### config.mk
export PLATFORM = sky130hd
export DESIGN_NAME = mac_seq
export DESIGN_NICKNAME = d
export VERILOG_FILES = /design/src/rtl/mac_seq.sv
export SDC_FILE = /design/constraint.sdc
export NUM_CORES = 1
export LEC_CHECK = 0
export CAP_MARGIN = 20
export CORE_UTILIZATION = 44
export CTS_CLUSTER_SIZE = 24
export DETAILED_ROUTE_END_ITERATION = 10
export GPL_ROUTABILITY_DRIVEN = 0
export PLACE_DENSITY_LB_ADDON = 0.15
export REMOVE_ABC_BUFFERS = 1
export SLEW_MARGIN = 10
export SYNTH_ARGS = -nofsm -noshare
export SYNTH_HDL_FRONTEND = slang
export SYNTH_SLANG_ARGS = --single-unit
### constraint.sdc
create_clock -name clk -period 3.95 [get_ports clk]
set_input_delay 0.79 -clock clk [delete_from_list [all_inputs] [get_ports clk]]
set_output_delay 0.79 -clock clk [all_outputs]
set_load 0.02 [all_outputs]
### src/rtl/mac_seq.sv
// mac_seq: dot-product sequencer, initiator side of a 16x16->40 multiply-accumulate datapath.
//
// Accepts a job (start + len), streams len operand pairs into an external accumulator
// over a valid/ready handshake, then returns the accumulator's final value on a
// valid/ready result port. This block does no arithmetic; it only sequences the
// accumulator's x1/x2/en/rst pins.
//
// Ports:
//   clk, rst          clock (rising edge) and synchronous active-high reset
//   start, len        job request (sampled in idle only) and number of operand pairs
//   busy              high in every state except idle
//   in_valid, in_ready, in_a, in_b    operand-pair stream (in_ready only while running)
//   mac_x1, mac_x2, mac_en            registered operands / one-cycle accumulate enable
//   mac_rst           accumulator clear (reset or the clear state)
//   mac_y             accumulator output
//   out_valid, out_data, out_ready    result port; out_data held until accepted

module mac_seq #(
    parameter int unsigned N     = 16,
    parameter int unsigned ACC_W = 40,
    parameter int unsigned LEN_W = 8
) (
    input  logic             clk,
    input  logic             rst,
    input  logic             start,
    input  logic [LEN_W-1:0] len,
    output logic             busy,
    input  logic             in_valid,
    input  logic [N-1:0]     in_a,
    input  logic [N-1:0]     in_b,
    output logic             in_ready,
    output logic [N-1:0]     mac_x1,
    output logic [N-1:0]     mac_x2,
    output logic             mac_en,
    output logic             mac_rst,
    input  logic [ACC_W-1:0] mac_y,
    output logic             out_valid,
    output logic [ACC_W-1:0] out_data,
    input  logic             out_ready
);

    typedef enum logic [2:0] {
        StIdle,
        StClear,
        StRun,
        StDrain,
        StCapture,
        StResult
    } state_e;

    state_e           state_q, state_d;
    logic [LEN_W-1:0] count_q, count_d;
    logic [N-1:0]     x1_q, x1_d;
    logic [N-1:0]     x2_q, x2_d;
    logic             en_q, en_d;
    logic             out_valid_q, out_valid_d;
    logic [ACC_W-1:0] out_data_q, out_data_d;

    logic in_hs;
    logic out_hs;

    assign in_ready = (state_q == StRun);
    assign busy     = (state_q != StIdle);
    assign in_hs    = in_valid & in_ready;
    assign out_hs   = out_valid_q & out_ready;

    // Reset must clear the accumulator too, so a mid-job abort leaves no stale sum.
    assign mac_rst   = rst | (state_q == StClear);
    assign mac_x1    = x1_q;
    assign mac_x2    = x2_q;
    assign mac_en    = en_q;
    assign out_valid = out_valid_q;
    assign out_data  = out_data_q;

    always_comb begin
        state_d     = state_q;
        count_d     = count_q;
        x1_d        = x1_q;
        x2_d        = x2_q;
        en_d        = 1'b0;
        out_valid_d = out_valid_q;
        out_data_d  = out_data_q;

        unique case (state_q)
            StIdle: begin
                if (start) begin
                    count_d = len;
                    state_d = StClear;
                end
            end
            StClear: begin
                // A zero-length job skips straight to capturing the (cleared) accumulator.
                state_d = (count_q != '0) ? StRun : StCapture;
            end
            StRun: begin
                if (in_hs) begin
                    x1_d    = in_a;
                    x2_d    = in_b;
                    en_d    = 1'b1;
                    count_d = count_q - LEN_W'(1);
                    if (count_q == LEN_W'(1)) begin
                        state_d = StDrain;
                    end
                end
            end
            StDrain: begin
                // The last pair's enable is live this cycle; the accumulator absorbs it
                // at the closing edge.
                state_d = StCapture;
            end
            StCapture: begin
                out_data_d  = mac_y;
                out_valid_d = 1'b1;
                state_d     = StResult;
            end
            StResult: begin
                if (out_hs) begin
                    out_valid_d = 1'b0;
                    state_d     = StIdle;
                end
            end
            default: begin
                state_d = StIdle;
            end
        endcase
    end

    always_ff @(posedge clk) begin
        if (rst) begin
            state_q     <= StIdle;
            count_q     <= '0;
            x1_q        <= '0;
            x2_q        <= '0;
            en_q        <= 1'b0;
            out_valid_q <= 1'b0;
            out_data_q  <= '0;
        end else begin
            state_q     <= state_d;
            count_q     <= count_d;
            x1_q        <= x1_d;
            x2_q        <= x2_d;
            en_q        <= en_d;
            out_valid_q <= out_valid_d;
            out_data_q  <= out_data_d;
        end
    end

endmodule

==> Word level (Yosys, flattened, before mapping) <==
Cells that the tools add are included.
{ "totals": {"reg_bits": 85, "in_bits": 85} }
{ "classes": {"n_addsub": 1, "eq_ne": 10, "mux": 12, "bitwise_logic": 4, "n_reduce_logical": 10} }
{ "ops": {"columns": ["operator", "count"], "rows": [
  ["3-bit one-hot mux with 6 select lines", 1],
  ["8-bit two-way mux", 2],
  ["8-bit one-hot mux with 2 select lines", 1],
  ["3-bit two-way mux", 5],
  ["8-bit by 1-bit == test with 1-bit output, second input constant", 1],
  ["8-bit nonzero test", 1],
  ["8-bit by 1-bit subtractor with 8-bit output, second input constant", 1],
  ["3-bit by 2-bit == test with 1-bit output, second input constant", 2],
  ["3-bit == test, second input constant", 2],
  ["2-bit by 1-bit != test with 1-bit output, second input constant", 2],
  ["2-bit != test, second input constant", 2],
  ["2-bit AND reduction", 2],
  ["4-bit AND reduction", 1],
  ["2-bit nonzero test", 2],
  ["3-bit by 1-bit == test with 1-bit output, second input constant", 1],
  ["3-bit zero test", 1],
  ["3-bit AND reduction", 1],
  ["3-bit nonzero test", 1],
  ["1-bit AND", 2],
  ["1-bit two-way mux", 2],
  ["1-bit one-hot mux with 2 select lines", 1],
  ["2-bit OR reduction", 1],
  ["1-bit inverter", 1],
  ["1-bit bitwise OR", 1]
]} }

==> Depth between registers and ports, before layout <==
Gate-level depths: netlist of run 1.
{ "logic_depth": {"depth_word": 4, "ltp_mapped": 8} }

==> Worst setup path before layout of run 1 <==
Ideal clock, no wire load.
{ "synth_path": {"kind": "input port to output port", "startpoint": "input rst", "endpoint": "output mac_rst", "stages": 2, "required_time_ns": 3.160, "n_path_buf": 0, "t_arrival_ns": 1.101, "setup_slack_ns": 2.059, "path_cell_list": "inv_1 o21ai_0"} }
{ "synth_via": {"elab_chain_len": 1} }
{ "synth_rtl": {"columns": ["element", "line", "source"], "rows": [
  ["start: declaration", "24", "input logic rst,"],
  ["1-bit bitwise OR", "68", "assign mac_rst = rst | (state_q == StClear);"],
  ["end: declaration", "35", "output logic mac_rst,"]
]} }
Every way passes these cells.

==> Worst setup path after layout of run 1 <==
{ "layout_path": {"startpoint": "register state_q[1]", "endpoint": "output in_ready"} }
{ "layout_via": {"elab_chain_len": 1} }
{ "layout_rtl": {"columns": ["element", "line", "source"], "rows": [
  ["start: declaration", "51", "state_e state_q, state_d;"],
  ["start signal: assignment", "130", "state_q <= StIdle;"],
  ["start signal: assignment", "138", "state_q <= state_d;"],
  ["3-bit by 2-bit == test with 1-bit output", "62", "assign in_ready = (state_q == StRun);"],
  ["end: declaration", "31", "output logic in_ready,"]
]} }
Every way passes these cells.

==> results of run 1 <==
-- area by class of cell --
type                       instances  area, um^2
fill                             600        2213
sequential                        85        1702
timing repair buffer             163        1624
multi-input combinational        292        1558
clock buffer                      10       137.6
tap                               99       123.9
clock inverter                     5       61.31
inverter                           7       27.53
-- worst max path at each step --
stage                    start           to  slack [ps]  depth (start not counted)
global route        state_q[0]     in_ready         830                          3
finish              state_q[1]     in_ready         990                          3
detailed placement  state_q[0]     in_ready        1370                          3
floorplan           state_q[1]  out_data[0]        1910                          4
CTS                 state_q[1]     in_ready         980                          3
global placement    state_q[0]     in_ready        1390                          3
-- placed cells by master (no fill, tap or decap), drive strengths merged, types with 2 or more instances in the layout --
cell / count
ha: 3
nand4: 2
o32ai: 2
nand3: 2
inv: 6
nor2: 12
buf: 3
clkinv: 2
nand2b: 2
a211oi: 3
and2: 3
clkbuf: 10
o21ai: 6
clkinvlp: 3
nand2: 156
mux2: 2
o2bb2ai: 2
dfxtp: 85
a21oi: 81
clkdlybuf4s50: 160
-- layer usage --
metal,track usage,up-vias,share of wire
met5,0,-,0
met4,0.07258,0,0.011
met3,0.06650,10,0.090
met2,0.3605,134,0.47
met1,0.2844,1466,0.43
li1,-,1636,-
-- critical path: cells and delay by family, from the launching register on --
kind / cells / cell delay (ps)
buffers and inverters: 2 / 850
DFF: 1 / 400
and+or+nand+nor: 1 / 580
-- through the flow --
step                instance area [um^2]  hold slack (ps)  cells    util
global route                        5234            476.5    661  0.7028
detailed placement                  5035            448.9    646  0.6761
global placement                    5035            441.0    646  0.6761
finish                              5234            457.8    661  0.7028
CTS                                 5234            459.8    661  0.7028
floorplan                           3284            461.7    384       -
-- power groups by stage --
stage	logic, uW	registers, uW	clock network [uW]
final	720	1010	610
after global routing	783	1020	674
after CTS	724	1010	630
after detailed placement	721	1030	0
after global placement	708	1020	0
after floorplan	325	1090	0
-- logic make-up after synthesis --
logic type / count (synthesis)
AOI/OAI and AO/OA: 103
adders and majority gates: 3
buffers and inverters: 36
DFF: 85
and+or+nand+nor: 184
muxes: 2
-- registers in the layout, indices dropped and copies added, names as in the netlist --
name	count
count_q	8
mac_en	1
mac_x1	16
mac_x2	16
out_data	40
out_valid	1
state_q	3
==> flow_metrics.tcl, run 1 <==
set metrics [dict create \
    path_max_fanout 15 \
    n_antenna_cell 0 \
    timing.rr.start "state_q[0]" \
    core_area_um2 7447 \
    h-tree-depth 3 \
    grt-ovfl-total 0 \
    required_ps 3160 \
    critPathKind "register to primary output" \
    synth_area_leaders "dfxtp_1, nand2_1, a21oi_2" \
    ir_drop_uv 219.0 \
    yosys.area_share.simple 0.2365 \
    ant_nets 0 \
    synth_most_common_cell "nand2_1" \
    synth_xor_area_frac 0 \
    antenna_found_initial 0 \
    grt_max_degree 85 \
    worstPathArrival_ps 2170 \
    post_cts.repair.setup_buffers 0 \
    post-place-ws_ps 1368 \
    dp_hpwl_um 6204 \
    p_per_area_nw_per_um2 447.2 \
    power_frac_seq 0.432 \
    hold_viol_final 0 \
    grt_first_pass_wirelength_um 14900 \
    nets 646 \
    critPathLaunchType "register" \
    sw_frac_of_total 0.3273 \
    power.leakage_uw 0.001731 \
    cts_buffer_depth 2 \
    drcViolationCount 0 \
    tritoncts "done" \
    start_util 0.4652 \
    num_rows 31 \
    slew-limit-headroom 0.3083 \
    synthCells 413 \
    yosys_warnings 0 \
    yosysTopAreaCellShare 0.4912 \
    crit_path_cell_trace "or3b_1, clkinv_2, clkdlybuf4s50_1" \
    cts.clk_slew.worst_paths_ps 80 \
    setup_viol 0 \
    die-area_um2 8233 \
    worst_pin_slew_ps 1038 \
    synth_compound_area_frac 0.1950 \
    syn2layout_area_growth_pct 51.07 \
    status "complete, no violations" \
    drive_gt1_frac 0.1512 \
    synth-edff-count 0 \
    vias_per_cell 4.911 \
    syn_avg_cell_area_um2 8.389 \
    first_iter_violations 98 \
    final.setup_skew_ps 7.544 \
    cts_buffers 9 \
    min_to "out_data[3]" \
    maxCapViolations 0 \
    syn_area_um2 3465 \
    slew_viol_final 0 \
    rsz0062_at_grt "no" \
    io_pins 162 \
    pwr-share-clk 0.261 \
    fmax_mhz 337.9 \
    synth_top_family_by_area "simple AND/OR/NAND/NOR gates" \
    crit_path_end_kind "primary output" \
    grtUsageTotal 0.2235 \
    p_int_uw 1575 \
    tns_ps 0 \
    worst_slack_ps 990.3 \
    holdPathStages 2 \
    ys_ff_latch 85 \
    slowest_stage "clkdlybuf4s50_1" \
    max_stage_delay_ps 630 \
    synth_fa_ha_area_frac 0.01083 \
    portBuffers 161 \
    synthTopCellsByCount "nand2_1, dfxtp_1, a21oi_1, nand2_2, a21oi_2" \
    cts_resized 0 \
    final.min_clock_period_ps 2960 \
    die_y_um 90.74 \
    power_uw 2341 \
    synth-seq-area-share 0.4912 \
    synth-main-ff-cell "dfxtp_1" \
    first_global_vias 3085 \
    root_buffer "clkbuf_8" \
    ff2ff_path_depth 5 \
    clock-sinks 85 \
    async_flop_share 0 \
    dr.pass1.iters 6 \
    vias 3246 \
    hold_start "out_data[3]" \
    comb_power_share 0.308 \
    cts_hold_buf 0 \
    timing.final.crit_share 0.7493 \
    synth.distinct_cells 43 \
    rrSetupSlack_ps 1770 \
    synth_top_area_cell "dfxtp_1" \
    avgRoutedWirePerCell_um 13.74 \
    r2r-end "mac_x1[11]" \
    clk_latency_ps 340 \
    routed_wl_um 9083 \
    hold_class "register to register" \
    p_sw_uw 766.1 \
    muxShareOfSynthArea 0.006501 \
    die_w_um 90.74 \
]
(Power assumes the default switching activity.)
==> run 2: changes to the inputs <==
Settings changed: CORE_UTILIZATION 44 to 41.
Clock period 3.95 ns to 2.9 ns, I/O delays scaled along.
==> flow_metrics.tcl, run 2 (synthesized netlist as in run 1, its figures left out) <==
set metrics [dict create \
    portBuffers 161 \
    grt_first_pass_wirelength_um 14050 \
    rrSetupSlack_ps 750 \
    p_sw_uw 1050 \
    drcViolationCount 0 \
    placed_cells 652 \
    hold_start "out_data[12]" \
    first_global_vias 3023 \
    critPathLaunchType "register" \
    tns_ps 0 \
    antenna_found_initial 0 \
    worst_pin_slew_ps 1081 \
    die_y_um 93.93 \
    power_frac_seq 0.429 \
    ant_nets 0 \
    cts_resized 0 \
    post-route-util 0.6382 \
    num_rows 33 \
    n_antenna_cell 0 \
    comb_power_share 0.308 \
    p_int_uw 2149 \
    maxCapViolations 0 \
    dp_hpwl_um 6213 \
    root_buffer "clkbuf_8" \
    r2r-end "mac_x1[11]" \
    syn2layout_area_growth_pct 51.35 \
    final_cell_mix "clkdlybuf4s50_1, nand2_1, dfxtp_1" \
    cts_buffer_depth 2 \
    slowest_stage "clkdlybuf4s50_1" \
    required_ps 2320 \
    grtUsageTotal 0.2049 \
    vias 3286 \
    largest_reg_flops 40 \
    ff2ff_path_depth 5 \
    slew_viol_final 0 \
    final.min_clock_period_ps 2760 \
    die_w_um 93.93 \
    critPathKind "register to primary output" \
    hold_viol_final 0 \
    worstPathArrival_ps 2180 \
    final.setup_skew_ps 7.698 \
    rsz0062_at_grt "no" \
    crit_path_cell_trace "or3b_1, clkinv_2, clkdlybuf4s50_1" \
    crit_path_end_kind "primary output" \
    nets 646 \
    setup_viol 0 \
    max_stage_delay_ps 630 \
    cts.clk_slew.worst_paths_ps 90 \
    hold_class "register to register" \
    fin_cells 668 \
    avgRoutedWirePerCell_um 13.62 \
    mostFrequentLayoutCell "clkdlybuf4s50_1" \
    crit_buf_inv 2 \
    power.leakage_uw 0.001729 \
    slew-limit-headroom 0.2792 \
    h-tree-depth 3 \
    clk_latency_ps 350 \
    fmax_mhz 362.3 \
    clock-sinks 85 \
    path_max_fanout 15 \
    post-place-ws_ps 537.1 \
    holdPathStages 2 \
    start_util 0.4217 \
    min_to "out_data[12]" \
    fillCellCount 718 \
    grt_max_degree 85 \
    dr.pass1.iters 4 \
    pwr-share-clk 0.262 \
    ir_drop_uv 301.4 \
    vias_per_cell 4.919 \
    critical-path-top-delay-family "buffers and inverters" \
    cts_hold_buf 0 \
    core_area_um2 8217 \
    cts_buffers 9 \
    timing.rr.start "state_q[0]" \
    timing.final.crit_share 0.9517 \
    worst_slack_ps 140.1 \
    first_iter_violations 76 \
    sw_frac_of_total 0.3282 \
    routed_wl_um 9101 \
    p_per_area_nw_per_um2 609.9 \
    drive_gt1_frac 0.1510 \
    status "complete, no violations" \
    tritoncts "done" \
    die-area_um2 8822 \
    io_pins 162 \
    post_cts.repair.setup_buffers 0 \
    grt-ovfl-total 0 \
]
==> run 2: power by group through the flow <==
stage               sequential, uW  clock [uW]  combinational, uW
finish                        1370         839                986
global route                  1390         913               1070
CTS                           1370         864                992
detailed placement            1400           0                988
global placement              1390           0                969
floorplan                     1490           0                443
==> run 2: layer usage <==
metal / up-vias / track usage / share of wire
met3: 10 / 0.09061 / 0.11
met2: 127 / 0.3285 / 0.46
li1: 1644 / - / -
met5: - / 0 / 0
met1: 1505 / 0.2450 / 0.43
met4: 0 / 0.06410 / 0.012
==> run 2: worst register-to-register path, delay by kind of cell (launching register included) <==
kind / cells / cell delay (ps)
AOI/OAI and AO/OA: 1 / 160
buffers and inverters: 1 / 280
DFF: 1 / 460
and+or+nand+nor: 3 / 1180
==> run 2: metrics by stage <==
step | total power (uW) | instance area [um^2] | hold WS, ps
global route | 3376 | 5244 | 471.6
floorplan | 1929 | 3284 | 461.7
detailed placement | 2388 | 5042 | 446.1
global placement | 2361 | 5042 | 441.6
finish | 3198 | 5244 | 455.8
CTS | 3230 | 5244 | 457.2
==> run 2: worst max path at each step <==
stage | depth (start not counted) | slack, ps | start | end
finish | 3 | 140 | state_q[0] | in_ready
global route | 3 | 20 | state_q[0] | in_ready
CTS | 3 | 140 | state_q[1] | in_ready
detailed placement | 3 | 540 | state_q[0] | in_ready
global placement | 3 | 550 | state_q[0] | in_ready
floorplan | 4 | 860 | state_q[1] | out_data[0]
==> run 2: area by class of cell <==
| class | instances | area, um^2 | area share |
|---|---|---|---|
| Sequential cell | 85 | 1702 | 0.3245 |
| Timing Repair Buffer | 163 | 1624 | 0.3097 |
| Multi-Input combinational cell | 292 | 1558 | 0.2971 |
| Clock buffer | 11 | 141.4 | 0.02696 |
| Tap cell | 105 | 131.4 | 0.02505 |
| Clock inverter | 5 | 60.06 | 0.01145 |
| Inverter | 7 | 27.53 | 0.005249 |
==> run 3: changes to the inputs <==
Settings changed: CTS_CLUSTER_DIAMETER from default to 50.
==> results of run 3 <==
No change in the layout: final DEF, timing and power equal those of run 2.
